**config.mk**
```make
export PLATFORM = sky130hd
export DESIGN_NAME = spi_frame_deserializer
export DESIGN_NICKNAME = d
export VERILOG_FILES = /design/src/rtl/physics_spi_pkg.sv /design/src/rtl/frame_fifo.sv /design/src/rtl/spi_frame_deserializer.sv
export SDC_FILE = /design/constraint.sdc
export NUM_CORES = 1
export LEC_CHECK = 0
export BUFFER_PORTS_ARGS = -buffer_cell sky130_fd_sc_hd__buf_4
export CAP_MARGIN = 40
export CORE_ASPECT_RATIO = 1.25
export CORE_MARGIN = 2
export CORE_UTILIZATION = 30
export DETAILED_ROUTE_END_ITERATION = 10
export GPL_TIMING_DRIVEN = 0
export HOLD_SLACK_MARGIN = 0.15
export PLACE_DENSITY = 0.47
export SYNTH_ARGS = -nofsm -noshare
export SYNTH_HDL_FRONTEND = slang
export SYNTH_SLANG_ARGS = --single-unit
export TNS_END_PERCENT = 20
```
**constraint.sdc**
```tcl
create_clock -name clk -period 7.3 [get_ports clk]
set_input_delay 0.365 -clock clk [delete_from_list [all_inputs] [get_ports clk]]
set_output_delay 0.365 -clock clk [all_outputs]
set_load 0.02 [all_outputs]
```
**src/rtl/physics_spi_pkg.sv**
```systemverilog
// Shared frame geometry and receiver state encoding for the MCU-to-FPGA SPI link.
package physics_spi_pkg;

  localparam int WORD_W    = 16;
  localparam int NUM_WORDS = 3;
  localparam int FRAME_W   = WORD_W * NUM_WORDS;
  localparam int BITCNT_W  = $clog2(FRAME_W + 1);

  typedef logic signed [WORD_W-1:0] word_t;
  typedef logic [FRAME_W-1:0]       frame_t;

  typedef enum logic [1:0] {
    IDLE = 2'd0,
    RECV = 2'd1,
    DONE = 2'd2
  } spi_rx_state_t;

endpackage

```
**src/rtl/frame_fifo.sv**
```systemverilog
// Synchronous frame FIFO whose head entry is held in a register, so rd_valid/rd_data
// change only on clock edges and the next entry is visible the cycle after a pop.
module frame_fifo #(
  parameter int WIDTH = 48,
  parameter int DEPTH = 4
) (
  input  logic             clk,
  input  logic             reset,
  input  logic             push,
  input  logic [WIDTH-1:0] wr_data,
  input  logic             pop,
  output logic             rd_valid,
  output logic [WIDTH-1:0] rd_data,
  output logic             full
);

  localparam int PTR_W = $clog2(DEPTH);
  localparam int CNT_W = $clog2(DEPTH) + 1;

  logic [WIDTH-1:0] mem [DEPTH];
  logic [PTR_W-1:0] wr_ptr;
  logic [PTR_W-1:0] rd_ptr;
  logic [PTR_W-1:0] rd_ptr_nxt;
  logic [CNT_W-1:0] count;
  logic [CNT_W-1:0] count_nxt;
  logic             pop_ok;
  logic             push_ok;
  logic             head_from_push;

  assign full    = (count == CNT_W'(DEPTH));
  assign pop_ok  = pop && rd_valid;
  // A pop in the same cycle frees the slot, so a push into a full FIFO still lands.
  assign push_ok = push && (!full || pop_ok);

  // The new head is the word being written when nothing older survives this cycle.
  assign head_from_push = push_ok &&
                          ((count == '0) || ((count == CNT_W'(1)) && pop_ok));

  always_comb begin
    rd_ptr_nxt = rd_ptr;
    count_nxt  = count;
    if (pop_ok) begin
      rd_ptr_nxt = rd_ptr + PTR_W'(1);
    end
    if (push_ok && !pop_ok) begin
      count_nxt = count + CNT_W'(1);
    end else if (pop_ok && !push_ok) begin
      count_nxt = count - CNT_W'(1);
    end
  end

  always_ff @(posedge clk) begin
    if (push_ok) begin
      mem[wr_ptr] <= wr_data;
    end
  end

  always_ff @(posedge clk) begin
    if (reset) begin
      wr_ptr   <= '0;
      rd_ptr   <= '0;
      count    <= '0;
      rd_valid <= 1'b0;
      rd_data  <= '0;
    end else begin
      if (push_ok) begin
        wr_ptr <= wr_ptr + PTR_W'(1);
      end
      rd_ptr   <= rd_ptr_nxt;
      count    <= count_nxt;
      rd_valid <= (count_nxt != '0);
      if (head_from_push) begin
        rd_data <= wr_data;
      end else if (count_nxt != '0) begin
        rd_data <= mem[rd_ptr_nxt];
      end
    end
  end

endmodule

```
**src/rtl/spi_frame_deserializer.sv**
```systemverilog
// Oversampling SPI mode-0 receiver: synchronises sclk/sdi/cs_n into clk, assembles
// 48-bit {x,y,z} frames and queues them for the physics core via valid/ready.
module spi_frame_deserializer
  import physics_spi_pkg::*;
#(
  parameter int SYNC_STAGES = 2,
  parameter int FIFO_DEPTH  = 4
) (
  input  logic               clk,
  input  logic               reset,
  input  logic               sclk,
  input  logic               sdi,
  input  logic               cs_n,
  output logic               out_valid,
  input  logic               out_ready,
  output logic [FRAME_W-1:0] out_data,
  output logic               frame_err,
  output logic               overflow
);

  localparam logic [1:0] ST_IDLE = 2'(IDLE);
  localparam logic [1:0] ST_RECV = 2'(RECV);
  localparam logic [1:0] ST_DONE = 2'(DONE);

  logic [SYNC_STAGES-1:0] sclk_sync;
  logic [SYNC_STAGES-1:0] sdi_sync;
  logic [SYNC_STAGES-1:0] cs_n_sync;
  logic                   sclk_prev;
  logic                   cs_n_prev;
  logic                   sclk_s;
  logic                   sdi_s;
  logic                   cs_n_s;
  logic                   sclk_rise;
  logic                   cs_fall;

  logic [1:0]             state;
  logic [BITCNT_W-1:0]    bit_cnt;
  frame_t                 shift;
  logic                   push_req;
  logic                   fifo_full;
  logic                   pop;

  // sdi is taken from the same stage as sclk so the sampled bit matches the detected edge.
  always_ff @(posedge clk) begin
    if (reset) begin
      sclk_sync <= '0;
      sdi_sync  <= '0;
      cs_n_sync <= '0;
      sclk_prev <= 1'b0;
      cs_n_prev <= 1'b0;
    end else begin
      sclk_sync <= {sclk_sync[SYNC_STAGES-2:0], sclk};
      sdi_sync  <= {sdi_sync[SYNC_STAGES-2:0], sdi};
      cs_n_sync <= {cs_n_sync[SYNC_STAGES-2:0], cs_n};
      sclk_prev <= sclk_sync[SYNC_STAGES-1];
      cs_n_prev <= cs_n_sync[SYNC_STAGES-1];
    end
  end

  assign sclk_s    = sclk_sync[SYNC_STAGES-1];
  assign sdi_s     = sdi_sync[SYNC_STAGES-1];
  assign cs_n_s    = cs_n_sync[SYNC_STAGES-1];
  assign sclk_rise = sclk_s && !sclk_prev;
  // cs_n_prev clears on reset, so a cs_n held low through reset never looks like a new frame.
  assign cs_fall   = cs_n_prev && !cs_n_s;

  always_ff @(posedge clk) begin
    if (reset) begin
      state     <= ST_IDLE;
      bit_cnt   <= '0;
      shift     <= '0;
      push_req  <= 1'b0;
      frame_err <= 1'b0;
    end else begin
      push_req  <= 1'b0;
      frame_err <= 1'b0;
      case (state)
        ST_IDLE: begin
          if (cs_fall) begin
            state   <= ST_RECV;
            bit_cnt <= '0;
            shift   <= '0;
          end
        end
        ST_RECV: begin
          if (cs_n_s) begin
            frame_err <= (bit_cnt != '0);
            state     <= ST_IDLE;
          end else if (sclk_rise) begin
            shift   <= {shift[FRAME_W-2:0], sdi_s};
            bit_cnt <= bit_cnt + BITCNT_W'(1);
            if (bit_cnt == BITCNT_W'(FRAME_W - 1)) begin
              push_req <= 1'b1;
              state    <= ST_DONE;
            end
          end
        end
        ST_DONE: begin
          if (cs_n_s) begin
            state <= ST_IDLE;
          end
        end
        default: state <= ST_IDLE;
      endcase
    end
  end

  assign pop = out_valid && out_ready;

  always_ff @(posedge clk) begin
    if (reset) begin
      overflow <= 1'b0;
    end else if (push_req && fifo_full && !pop) begin
      overflow <= 1'b1;
    end
  end

  frame_fifo #(
    .WIDTH (FRAME_W),
    .DEPTH (FIFO_DEPTH)
  ) u_fifo (
    .clk      (clk),
    .reset    (reset),
    .push     (push_req),
    .wr_data  (shift),
    .pop      (pop),
    .rd_valid (out_valid),
    .rd_data  (out_data),
    .full     (fifo_full)
  );

endmodule

```
Yosys cells after proc, flatten, opt, wreduce, memory -nomap -nowiden

Memory sizes are Yosys's and may differ from the RTL's.
Cells that the tools add are included.

$add $sub $neg: 5
Equal/unequal tests: 11
Multiplexer cells: 22
Bitwise operators: 3
Reduce and logical (&&, ||, !) cells: 29

Operators with widths:

| operator                                                              | count |
|---|---|
| 48-bit two-way mux                                                    | 5 |
| 48-bit one-hot mux with 2 select lines                                | 1 |
| 6-bit two-way mux                                                     | 3 |
| 2-bit two-way mux                                                     | 6 |
| 6-bit one-hot mux with 2 select lines                                 | 1 |
| 1-bit logical AND                                                     | 11 |
| 2-bit inequality test, second input constant                          | 4 |
| 4-bit AND reduction                                                   | 2 |
| 6-bit by 1-bit adder with 6-bit output, second input constant         | 1 |
| 6-bit equality test, second input constant                            | 1 |
| 1-bit zero test                                                       | 6 |
| 3-bit two-way mux                                                     | 2 |
| 3-bit inequality test, second input constant                          | 2 |
| 2-bit one-hot mux with 3 select lines                                 | 1 |
| 6-bit nonzero test                                                    | 1 |
| 2-bit by 1-bit adder with 2-bit output, second input constant         | 2 |
| 2-bit nonzero test                                                    | 2 |
| 4-bit OR reduction                                                    | 1 |
| 3-bit by 1-bit adder with 3-bit output, second input constant         | 1 |
| 3-bit by 1-bit equality test with 1-bit output, second input constant | 1 |
| 3-bit equality test, second input constant                            | 1 |
| 3-bit zero test                                                       | 1 |
| 1-bit two-way mux                                                     | 3 |
| 1-bit inverter                                                        | 3 |
| other kinds (7)                                                       | 8 |

Register bits after elaboration: 123
Bits in writable memories: 192
Output and inout port bits: 51
Memories kept: 1

Memories:

| name       | depth | bits a word | rd ports | clocked after Yosys merged registers in | wr ports | RTL line         | source |
|---|---|---|---|---|---|---|---|
| u_fifo.mem | 4     | 48          | 1        | 0                                       | 1        | frame_fifo.sv:20 | `logic [WIDTH-1:0] mem [DEPTH];` |

Logic depth before layout (Yosys ltp)

Depth after elaboration: 11
Gate-level depth with buffers: 9

Modules after synthesis

Synthesis repeated with hierarchy kept, for this count alone.

Cells, all modules: 1045
Area total of the unflattened synthesis: 13350.3 um^2

Modules (own cells, without submodules):

| module                 | instances | cells each | area each (um^2) |
|---|---|---|---|
| frame_fifo             | 1         | 760        | 10532.6 |
| spi_frame_deserializer | 1         | 285        | 2817.7 |

Least setup slack after synthesis

No wires, ideal clock.

Kind: register -> register
From: register u_fifo.rd_valid
To: memory u_fifo.mem[0][0] (enable)
Library setup time: 410 ps
Data arrival time: 2597 ps
Required time: 6890 ps
Setup slack: 4292 ps
Cell stages (with the launch flop): 6
Buffers on the path: 2
Cell sequence: dfxtp_1 -> nand2_1 -> buf_2 -> buf_1 -> a31oi_1 -> and2_1

Cells in the longest elaborated chain, start to end: 6

RTL lines:

| item                                        | RTL line                      | source |
|---|---|---|
| start, declared                             | frame_fifo.sv:12              | `output logic rd_valid,` |
| start signal, assigned                      | frame_fifo.sv:71              | `rd_valid <= (count_nxt != '0);` |
| 1-bit logical AND                           | spi_frame_deserializer.sv:108 | `assign pop = out_valid && out_ready;` |
| 1-bit logical AND (*)                       | frame_fifo.sv:31              | `assign pop_ok = pop && rd_valid;` |
| 1-bit logical OR (*)                        | frame_fifo.sv:33              | `assign push_ok = push && (!full \|\| pop_ok);` |
| 1-bit logical AND (*)                       | frame_fifo.sv:33              |  |
| 1-bit two-way mux (*)                       | frame_fifo.sv:53              | `if (push_ok) begin` |
| 1-bit two-way mux (not written as such) (*) | frame_fifo.sv:54              | `mem[wr_ptr] <= wr_data;` |
| end, declared                               | frame_fifo.sv:20              |  |

Every way passes the cells marked *; elsewhere a longest branch is shown, timed or not.

Worst setup path in the final report

From: register u_fifo.count[0]
To: register u_fifo.rd_data[39]

Cells in the longest elaborated chain, start to end: 10
Elaborated cells between the ends (all ways): 19
Those cells by class: add/sub (2); eq/ne (2); mux (3); reduce/logical (12)

RTL lines:

| item                                | RTL line         | source |
|---|---|---|
| start, declared                     | frame_fifo.sv:24 | `logic [CNT_W-1:0] count;` |
| start signal, assigned              | frame_fifo.sv:70 | `count <= count_nxt;` |
| 3-bit equality test                 | frame_fifo.sv:30 | `assign full = (count == CNT_W'(DEPTH));` |
| 1-bit zero test                     | frame_fifo.sv:33 |  |
| 1-bit logical OR                    | frame_fifo.sv:33 |  |
| 1-bit logical AND                   | frame_fifo.sv:33 |  |
| 1-bit zero test                     | frame_fifo.sv:47 | `end else if (pop_ok && !push_ok) begin` |
| 1-bit logical AND                   | frame_fifo.sv:47 |  |
| 3-bit two-way mux                   | frame_fifo.sv:47 |  |
| 3-bit two-way mux                   | frame_fifo.sv:45 | `if (push_ok && !pop_ok) begin` |
| 3-bit nonzero test                  | frame_fifo.sv:74 | `end else if (count_nxt != '0) begin` |
| 2-bit nonzero test (no source line) | n/a              |  |
| end signal, assigned                | frame_fifo.sv:73 | `rd_data <= wr_data;` |
| end signal, assigned                | frame_fifo.sv:75 | `rd_data <= mem[rd_ptr_nxt];` |
| end, declared                       | frame_fifo.sv:13 | `output logic [WIDTH-1:0] rd_data,` |

Several ways; a longest one is shown, not always the timed one.
A chain may end at the register's enable or synchronous reset.

==> key figures <==
Setup path
  • Worst R2R Start: u_fifo.count[0]
  • Crit-path max FO: 10
  • Slowest cell on crit path: clkbuf_1
  • Reg2reg end: u_fifo.rd_data[39]
  • Worst EP arrival: roughly 3.6 ns
  • Critical path, cell by cell: inv_1 > ha_1 > a21oi_1 > or3_1 > clkbuf_1 > clkbuf_1 > clkbuf_1 > a311oi_1
  • Reg-to-reg slack, setup: 4.06 ns
  • Crit end category: flip-flop
  • FF-to-FF path depth: 8
  • Most used cell, CP: clkbuf_1
  • CP peak stage delay: 0.66 ns
  • Critical path launch point type: flip-flop
  • CP Class: reg2reg
  • WP data required: approximately 7.7 ns

Yosys
  • Post-Syn Nets: 1181
  • Yosys warns: 0
  • Most frequent cells after synthesis: 192 x edfxtp_1, 161 x nor2_1, 123 x dfxtp_1, 105 x nand2_1, 96 x a221o_1
  • Synth top area share: 0.429
  • Mean Syn Cell Area: 11.5 sq um
  • Syn Inst Count: 1165
  • Yosys reg bits: 315
  • Cell accounting for the most synthesized area: edfxtp_1
  • Synth unique cells: 38
  • Synthesized cell area: 0.0134 sq mm
  • Post-synth EDFFs: between 150 and 200
  • Area contributors post-synth: edfxtp_1 43%, dfxtp_1 18%, a221o_1 7.2%, nor2_1 4.5%, mux2i_1 3.6%
  • Count leader, synth: edfxtp_1
  • Ys async rst share: 0
  • Top_reg_cell synth: edfxtp_1
  • Post-synthesis sequential area ratio: 0.613

Finish
  • Final Cell Area: 0.0159 sq mm
  • Ant diodes: 0
  • Area grow syn2layout: 18.6%
  • Fin nets: 1281
  • Share of cells above drive strength 1: 0.111

STA
  • Max Clk Rate: ~0.31 GHz
  • Final hold slack: roughly 0.33 ns
  • Final Hold Viols: 0
  • Final Cycle Share: 0.443
  • Fin crit period: between 3 and 4 ns
  • RSZ-0062 raised after global routing: no
  • Setup TNS: 0 ns
  • Worst slew pin tran: around 0.9 ns
  • Clk_skew: 0.0231 ns
  • Max-slew violations: 0
  • Max-slew headroom: 0.395
  • Final setup vio count: 0

Die
  • Chip Width: 193 um
  • Area of the core: 0.0441 sq mm
  • Die Height: 241 um
  • Die area: 0.0465 sq mm
  • Initial Util: 0.304
  • IO Count: 57
  • # rows: 86

CTS
  • Later-pin clock latency in the skew report: 0.53 ns
  • Bufs on Longest Clock Path: 3
  • CTS HTree Levels: 2
  • Clock Pin Slew Worst Setup and Hold Paths: 0.05 ns
  • Clock sinks: 315
  • CTS Root Cell: clkbuf_16
  • CTS tree: yes
  • TritonCTS Buffers: 35

Routing
  • Initial drt markers: around 670
  • Overall routed net length: roughly 40000 um
  • Antenna Nets Post-Route: 0
  • Wire length per cell: ~21 um
  • Via Count: 9861
  • 1st-pass router iterations: 7
  • Drt drc: 0
  • Via density: approximately 5.3

GRT
  • Pin count of the biggest net entering global routing: 49
  • Number of global-route vias before repair: 10138
  • First-pass GRT wire length: 60400 um
  • Grt ovf: 0
  • Tot GR Track Use: 0.168
  • Antenna violations before repair: 0

Hold path
  • Worst Hold Class: in2reg
  • Hold Path Sink: u_fifo.count[1]
  • Worst Hold Depth: 4
  • Hold_sp: out_ready

Pwr
  • Net switching power: between 1 and 1.5 mW
  • Sequential share of power: 0.447
  • Comb pwr share: 0.107
  • VDD IR max: 0.000121 V
  • Sw frac: 0.246
  • Power share of the clock group: 0.446
  • Pwr Density: 273 mW/mm^2
  • Internal power: roughly 3.3 mW
  • P_leak: 5.19 nW

Run status
  • Status: finished, final reports clean

Placed design
  • DP HPWL: 26200 um
  • Placed Area: between 0.01 and 0.015 sq mm
  • GP Congestion: 0.784
  • IO Port Bufs: 55

Flow run
  • # Max-Cap Violations: 0
-- worst max path at each step --
stage	to	start	slack, ns
2_1_floorplan	u_fifo.mem[0][0]	u_fifo.rd_valid	4.29
3_3_place_gp	u_fifo.mem[3][21]	out_ready	2.77
3_5_place_dp	u_fifo.rd_data[40]	u_fifo.count[0]	4.00
4_1_cts	u_fifo.rd_data[39]	u_fifo.count[0]	4.00
5_1_grt	u_fifo.rd_data[13]	u_fifo.count[0]	3.85
6_report	u_fifo.rd_data[39]	u_fifo.count[0]	4.06
-- logic make-up after synthesis --
family / synth area share
AO/OA/AOI/OAI: 0.162
AND/OR/NAND/NOR: 0.135
adder cells (fa/ha/maj): 0.00932
buffers and inverters: 0.0375
multiplexers: 0.0358
XOR/XNOR: 0.00718
flip-flops: 0.613
-- power groups by stage --
stage | Sequential, mW | Clock [mW] | Combinational, mW
finish | 1.94 | 1.94 | 0.467
global route | 1.95 | 2.03 | 0.503
CTS | 1.94 | 1.97 | 0.472
detailed placement | 1.98 | 0 | 0.470
global placement | 1.98 | 0 | 0.467
floorplan | 2.02 | 0 | 0.230
-- layout by cell type (no fill, tap or decap), types with 52 or more instances in the layout --
cell,instances
a21oi_1,56
a221o_1,96
buf_4,59
clkbuf_1,88
dfxtp_1,123
edfxtp_1,192
nand2_1,105
nand3_1,52
nor2_1,161
-- critical path: cells and delay by family (launching register included) --
kind                     cells  cell delay (ns)
buffers and inverters        4             1.90
flip-flops                   1             0.47
AO/OA/AOI/OAI                2             0.31
adder cells (fa/ha/maj)      1             0.28
AND/OR/NAND/NOR              1             0.11
-- sequential cells by signal, summed over array words and instances, names as in the netlist --
signal           count
shift               48
bit_cnt              6
cs_n_sync            2
cs_n_prev            1
u_fifo.rd_data      48
u_fifo.wr_ptr        2
frame_err            1
u_fifo.count         3
u_fifo.rd_valid      1
state                2
u_fifo.rd_ptr        2
sclk_sync            2
sdi_sync             2
u_fifo.mem         192
sclk_prev            1
overflow             1
push_req             1
-- routing by layer --
metal  vias up  share of wire  track usage
met5         -              0            0
met4         0          0.038       0.0784
met3        85          0.048       0.0260
met2       269           0.48        0.288
met1      4853           0.43        0.209
li1       4654              -            -
-- per-stage QoR --
step	setup WS [ns]	utilization	instances	power [mW]
6_report	4.06	0.361	1863	4.34
3_3_place_gp	2.77	0.330	1792	2.45
5_1_grt	3.85	0.361	1863	4.48
2_1_floorplan	4.29	-	1165	2.25
3_5_place_dp	4.00	0.332	1797	2.45
4_1_cts	4.00	0.361	1863	4.39
-- final cells by class --
cell class	count	area, sq um
clock inverters	20	283
clock buffers	43	978
inverters	9	33.8
multi-input cells	726	4700
repair buffers	63	517
well taps	572	716
fillers	4319	28200
plain buffers	115	469
flip-flops and latches	315	8230
-- timing repair --
action                    4_1_cts  5_1_grt
resized for setup               0        0
hold endpoints to repair        3        0
hold buffers                    3        0
setup buffers                   0        0
No activity file was read; power rests on OpenSTA's default activity.
